File: src/rtl/data_pack_hcp.sv
// Packs a 9-bit GMII byte stream (bit8 marks head/tail) into left-aligned 64-bit words,
// tracking packet length, receive timestamp and length errors on the tail word.
module data_pack_hcp (
  input  logic        clk_sys,
  input  logic        reset_n,
  input  logic [8:0]  iv_data,
  input  logic        i_data_wr,
  input  logic [18:0] iv_rec_ts,
  output logic [63:0] ov_data,
  output logic        o_data_wr,
  output logic        o_head,
  output logic        o_tail,
  output logic [3:0]  ov_word_bytes,
  output logic [11:0] ov_pkt_len,
  output logic [18:0] ov_rec_ts,
  output logic        o_len_error,
  output logic        o_pkt_pulse,
  output logic        o_err_pulse,
  output logic [1:0]  report_pack_state
);

  localparam logic [11:0] MinLen = 12'd64;
  localparam logic [11:0] MaxLen = 12'd1518;
  localparam logic [11:0] CapLen = 12'd2048;

  typedef enum logic [1:0] {
    StIdle    = 2'd0,
    StPack    = 2'd1,
    StDiscard = 2'd2
  } state_e;

  state_e      state_q;
  logic [63:0] acc_q;
  logic [2:0]  lane_q;
  logic [11:0] len_q;
  logic [18:0] ts_q;
  logic        head_q;

  logic [63:0] word_d;
  logic [11:0] len_d;
  logic [3:0]  bytes_d;
  logic        len_bad;
  logic        emit;

  always_comb begin
    // Current byte merged into the lane selected by lane_q; lane 0 is the MSB byte.
    word_d  = acc_q | ({iv_data[7:0], 56'd0} >> {lane_q, 3'd0});
    len_d   = len_q + 12'd1;
    bytes_d = {1'b0, lane_q} + 4'd1;
    len_bad = (len_d < MinLen) || (len_d > MaxLen);
    emit    = iv_data[8] || (lane_q == 3'd7) || (len_d == CapLen);
  end

  assign report_pack_state = state_q;

  always_ff @(posedge clk_sys or negedge reset_n) begin
    if (!reset_n) begin
      state_q       <= StIdle;
      acc_q         <= '0;
      lane_q        <= '0;
      len_q         <= '0;
      ts_q          <= '0;
      head_q        <= 1'b0;
      ov_data       <= '0;
      o_data_wr     <= 1'b0;
      o_head        <= 1'b0;
      o_tail        <= 1'b0;
      ov_word_bytes <= '0;
      ov_pkt_len    <= '0;
      ov_rec_ts     <= '0;
      o_len_error   <= 1'b0;
      o_pkt_pulse   <= 1'b0;
      o_err_pulse   <= 1'b0;
    end else begin
      // Outputs are strobes: cleared every cycle unless a word is emitted.
      ov_data       <= '0;
      o_data_wr     <= 1'b0;
      o_head        <= 1'b0;
      o_tail        <= 1'b0;
      ov_word_bytes <= '0;
      ov_pkt_len    <= '0;
      ov_rec_ts     <= '0;
      o_len_error   <= 1'b0;
      o_pkt_pulse   <= 1'b0;
      o_err_pulse   <= 1'b0;

      case (state_q)
        StIdle: begin
          if (i_data_wr && iv_data[8]) begin
            acc_q   <= {iv_data[7:0], 56'd0};
            lane_q  <= 3'd1;
            len_q   <= 12'd1;
            ts_q    <= iv_rec_ts;
            head_q  <= 1'b1;
            state_q <= StPack;
          end
        end

        StPack: begin
          if (i_data_wr) begin
            acc_q  <= word_d;
            lane_q <= lane_q + 3'd1;
            len_q  <= len_d;
            if (emit) begin
              ov_data       <= word_d;
              o_data_wr     <= 1'b1;
              ov_word_bytes <= bytes_d;
              o_head        <= head_q;
              head_q        <= 1'b0;
              acc_q         <= '0;
              lane_q        <= '0;
              if (iv_data[8]) begin
                o_tail      <= 1'b1;
                ov_pkt_len  <= len_d;
                ov_rec_ts   <= ts_q;
                o_len_error <= len_bad;
                o_pkt_pulse <= !len_bad;
                o_err_pulse <= len_bad;
                len_q       <= '0;
                state_q     <= StIdle;
              end else if (len_d == CapLen) begin
                // Overlong: close the packet here and swallow the rest up to its tail.
                o_tail      <= 1'b1;
                ov_pkt_len  <= len_d;
                ov_rec_ts   <= ts_q;
                o_len_error <= 1'b1;
                o_err_pulse <= 1'b1;
                len_q       <= '0;
                state_q     <= StDiscard;
              end
            end
          end
        end

        StDiscard: begin
          if (i_data_wr && iv_data[8]) begin
            state_q <= StIdle;
          end
        end

        default: state_q <= StIdle;
      endcase
    end
  end

endmodule

File: config.mk
export PLATFORM = sky130hd
export DESIGN_NAME = data_pack_hcp
export DESIGN_NICKNAME = d
export VERILOG_FILES = /design/src/rtl/data_pack_hcp.sv
export SDC_FILE = /design/constraint.sdc
export NUM_CORES = 1
export LEC_CHECK = 0
export ABC_AREA = 1
export CAP_MARGIN = 20
export CORE_AREA = 2 2 130 132
export DETAILED_ROUTE_END_ITERATION = 16
export DIE_AREA = 0 0 132 134
export HOLD_SLACK_MARGIN = 0.03
export MAX_ROUTING_LAYER = met4
export PLACE_DENSITY_LB_ADDON = 0.12
export SETUP_SLACK_MARGIN = 0.05
export SYNTH_ARGS = -nofsm -noshare
export SYNTH_HDL_FRONTEND = slang
export SYNTH_SLANG_ARGS = --single-unit
File: constraint.sdc
create_clock -name clk_sys -period 2.3 [get_ports clk_sys]
set_input_delay 0.46 -clock clk_sys [delete_from_list [all_inputs] [get_ports clk_sys]]
set_output_delay 0.46 -clock clk_sys [all_outputs]
set_load 0.02 [all_outputs]
==> qor.tcl, run 1 <==
set qor(synth-seq-cells) 205
set qor(clock-skew-final_ps) 11.42
set qor(grt_pass1_wl_um) 33020
set qor(fillerInstances) 1313
set qor(grt_remaining_overflow) 0
set qor(yosysTopAreaCellShare_pct) 60.78
set qor(grt_max_degree) 66
set qor(preCtsSetupSlack_ps) 61.77
set qor(seq_area_frac_synth_pct) 60.78
set qor(clock_root_buffer_master) {sky130_fd_sc_hd__clkbuf_16}
set qor(dpl-instance-area_mm2) 0.01026
set qor(timing_worst_slew_pin_value_ps) 598.2
set qor(routed_len_inst_um) 15.06
set qor(ys_warn_count) 0
set qor(cp-end-kind) {flop}
set qor(layout.cells.most_common) {sky130_fd_sc_hd__dfrtp_1}
set qor(power_density_mw_per_mm2) 968.0
set qor(postSynthNetCount) 992
set qor(report.final.slew_viol_count) 0
set qor(vias) 6819
set qor(max_freq_ghz) 0.4770
set qor(timing.critical_path.required_ps) 2680
set qor(cts.sink_count) 205
set qor(clkLatencyLatePin_ps) 500
set qor(antenna_violations_before_repair) 0
set qor(cell_area_after_synthesis_mm2) 0.008441
set qor(design.die.area_mm2) 0.01769
set qor(detailed_place_hpwl_um) 13520
set qor(fp.coreArea_mm2) 0.01629
set qor(drv_cap) 0
set qor(cp_data_arrival_time_ps) 2470
set qor(groute.usage.overall_pct) 23.81
set qor(insertedDiodeCount) 0
set qor(boundaryPins) 138
set qor(post_detailed_route_drc_marker_count) 0
set qor(tritoncts) {built}
set qor(syn2layout_area_growth_pct) 32.18
set qor(status) {finished clean}
set qor(synth_area_leaders) {sky130_fd_sc_hd__dfrtp_1 61%, sky130_fd_sc_hd__nor2_1 6.9%, sky130_fd_sc_hd__inv_1 6.8%}
set qor(syn_inst) 958
set qor(ctsLongestPathBuffers) 3
set qor(worstPathMaxFanout) 21
set qor(number_of_iterations_in_the_first_detailed_routing_pass) 5
set qor(post_route_cells_drive_above_1_share_pct) 9.195
set qor(rsz0062_at_grt) {no}
set qor(final_min_period_over_clock_period_pct) 91.15
set qor(worst_slack_ps) 203.5
set qor(synth.lib_cells_used.distinct) 26
set qor(fp.dieW_um) 132
set qor(cts.clk_slew.worst_paths_ps) 60
set qor(layout_common_cells) {203 x sky130_fd_sc_hd__dfrtp_1, 153 x sky130_fd_sc_hd__nor2_1, 152 x sky130_fd_sc_hd__inv_1}
set qor(final_nets) 1149
set qor(maxSlewHeadroom_pct) 60.12
set qor(ant_nets) 0
set qor(via_per_inst) 5.047
set qor(vias_in_the_first_global_route) 6581
set qor(hold_path_class) {reg2reg}
set qor(totalNegativeSetupSlack_ps) 0
set qor(cts-buffers-inserted) 22
set qor(whs_ps) 479.5
set qor(syn_area_per_cell_um2) 8.811
set qor(placement.io_buffers) 137
set qor(setup_viol) 0
set qor(leakage_nw) 5.213
set qor(tmin_final_ps) 2097
set qor(die-height_um) 134
set qor(routed_wirelength_um) 20340
set qor(postLayoutCellArea_mm2) 0.01116
set qor(worst_ir_drop_vdd_mv) 0.6566
set qor(synth.largest_area_cell) {sky130_fd_sc_hd__dfrtp_1}
set qor(start_kind) {flop}
set qor(std_cell_rows) 47
set qor(gp_routability_congestion) 0.9050
set qor(ctsHtreeMaxLevel) 1
set qor(initial_core_util_pct) 51.82
set qor(path_class) {reg2reg}
set qor(detail_route.iter0.violations) 517
set qor(finalHoldViolCount) 0
[timing repair]
item | 4_1_cts | 5_1_grt
gates resized for setup | 0 | 17
hold endpoints to repair | 60 | 0
setup buffers | 0 | 1
hold buffers | 1 | 0
setup endpoints to repair | 0 | 167
[registers in the layout, indices dropped and copies added (netlist names), 2 cells and up]
register           count
acc_q                 64
ov_rec_ts             19
ov_pkt_len            12
ts_q                  19
lane_q                 3
report_pack_state      2
ov_word_bytes          4
ov_data               64
len_q                 12
[cell families (layout without fill, tap and decap cells)]
group | count (synthesis) | after routing | synth area share, %
simple gates | 386 | 386 | 19.40
flops | 205 | 205 | 60.78
buf+inv | 205 | 378 | 9.873
fa+ha+maj | 3 | 3 | 0.4448
compound gates | 159 | 159 | 9.502
[critical path, stage by stage, from the launching register on]
cell	delay (ps)
sky130_fd_sc_hd__dfrtp_1	460
sky130_fd_sc_hd__nand2_2	170
sky130_fd_sc_hd__nor2_4	180
sky130_fd_sc_hd__nand3_1	80
sky130_fd_sc_hd__nand2_1	110
sky130_fd_sc_hd__nand2_1	70
sky130_fd_sc_hd__nor3_2	90
sky130_fd_sc_hd__nand2_1	110
sky130_fd_sc_hd__nand2_2	140
sky130_fd_sc_hd__nor2_4	50
sky130_fd_sc_hd__buf_12	160
sky130_fd_sc_hd__clkbuf_16	190
sky130_fd_sc_hd__nand3_1	70
sky130_fd_sc_hd__o21ai_0	80
[area by class of cell]
class,instances,area (µm²),area share [%]
clock buffer,34,686.9,6.157
clock inverter,6,61.31,0.5495
inverter,156,585.6,5.248
multi-input combinational,548,2545,22.81
sequential,205,5132,46.00
tap,220,275.3,2.467
timing repair buffer,182,1871,16.77
[final timing paths]
path / start / endpoint / slack, ps / cells after the start
hold reg to reg: acc_q[42] / acc_q[42] / 480 / 2
hold / removal: acc_q[42] / acc_q[42] / 480 / 2
min in group asynchronous: reset_n / ov_pkt_len[7] / 540 / 2
setup reg to reg: len_q[3] / acc_q[39] / 200 / 13
max in group asynchronous: reset_n / ov_data[26] / 1090 / 3
setup / recovery: len_q[3] / acc_q[39] / 200 / 13
[power by group]
part	internal, mW	switching (mW)	total, mW
sequential	4.07	0.181	4.25
clock	2.17	1.39	3.56
combinational	1.03	1.97	2.99
[cell usage after synthesis]
master,n
sky130_fd_sc_hd__nand2_1,127
sky130_fd_sc_hd__inv_2,2
sky130_fd_sc_hd__ha_1,3
sky130_fd_sc_hd__nand3_2,1
sky130_fd_sc_hd__o22ai_1,4
sky130_fd_sc_hd__nand3b_1,9
sky130_fd_sc_hd__inv_1,152
sky130_fd_sc_hd__a31oi_1,1
sky130_fd_sc_hd__o21ai_0,60
sky130_fd_sc_hd__dfrtp_1,205
sky130_fd_sc_hd__a21oi_1,62
sky130_fd_sc_hd__nor2_1,155
sky130_fd_sc_hd__nand2_2,4
sky130_fd_sc_hd__buf_2,12
sky130_fd_sc_hd__nor2_2,1
sky130_fd_sc_hd__nor3_1,19
sky130_fd_sc_hd__or2_2,1
sky130_fd_sc_hd__buf_1,6
sky130_fd_sc_hd__buf_4,3
sky130_fd_sc_hd__nor2_4,3
sky130_fd_sc_hd__clkinv_1,2
sky130_fd_sc_hd__o21ai_1,32
sky130_fd_sc_hd__nand4_1,4
sky130_fd_sc_hd__nand3_1,62
sky130_fd_sc_hd__clkbuf_1,23
sky130_fd_sc_hd__buf_6,5
[per-layer routing]
| metal | wire (µm) | vias to the layer above | global-route usage, % |
|---|---|---|---|
| met1 | 8850 | 3270 | 32.46 |
| met5 | 0 | - | - |
| met2 | 9937 | 229 | 38.95 |
| met3 | 1200 | 28 | 2.797 |
| li1 | - | 3292 | - |
| met4 | 352 | 0 | 5.314 |
[stage by stage]
| step | utilization (%) | cells | power [mW] |
|---|---|---|---|
| final | 68.49 | 1351 | 10.80 |
| after global routing | 68.49 | 1351 | 11.38 |
| after CTS | 67.63 | 1348 | 10.73 |
| after detailed placement | 62.98 | 1307 | 7.143 |
| after global placement | 62.98 | 1307 | 7.084 |
| after floorplan | - | 958 | 6.084 |
Power figures use the tool's default switching activity.
==> run 2: changes to the inputs <==
CTS_CLUSTER_SIZE = 20   (was unset)
==> results of run 2 <==
Same layout as run 1: the final DEF is identical, and so are final timing and power.
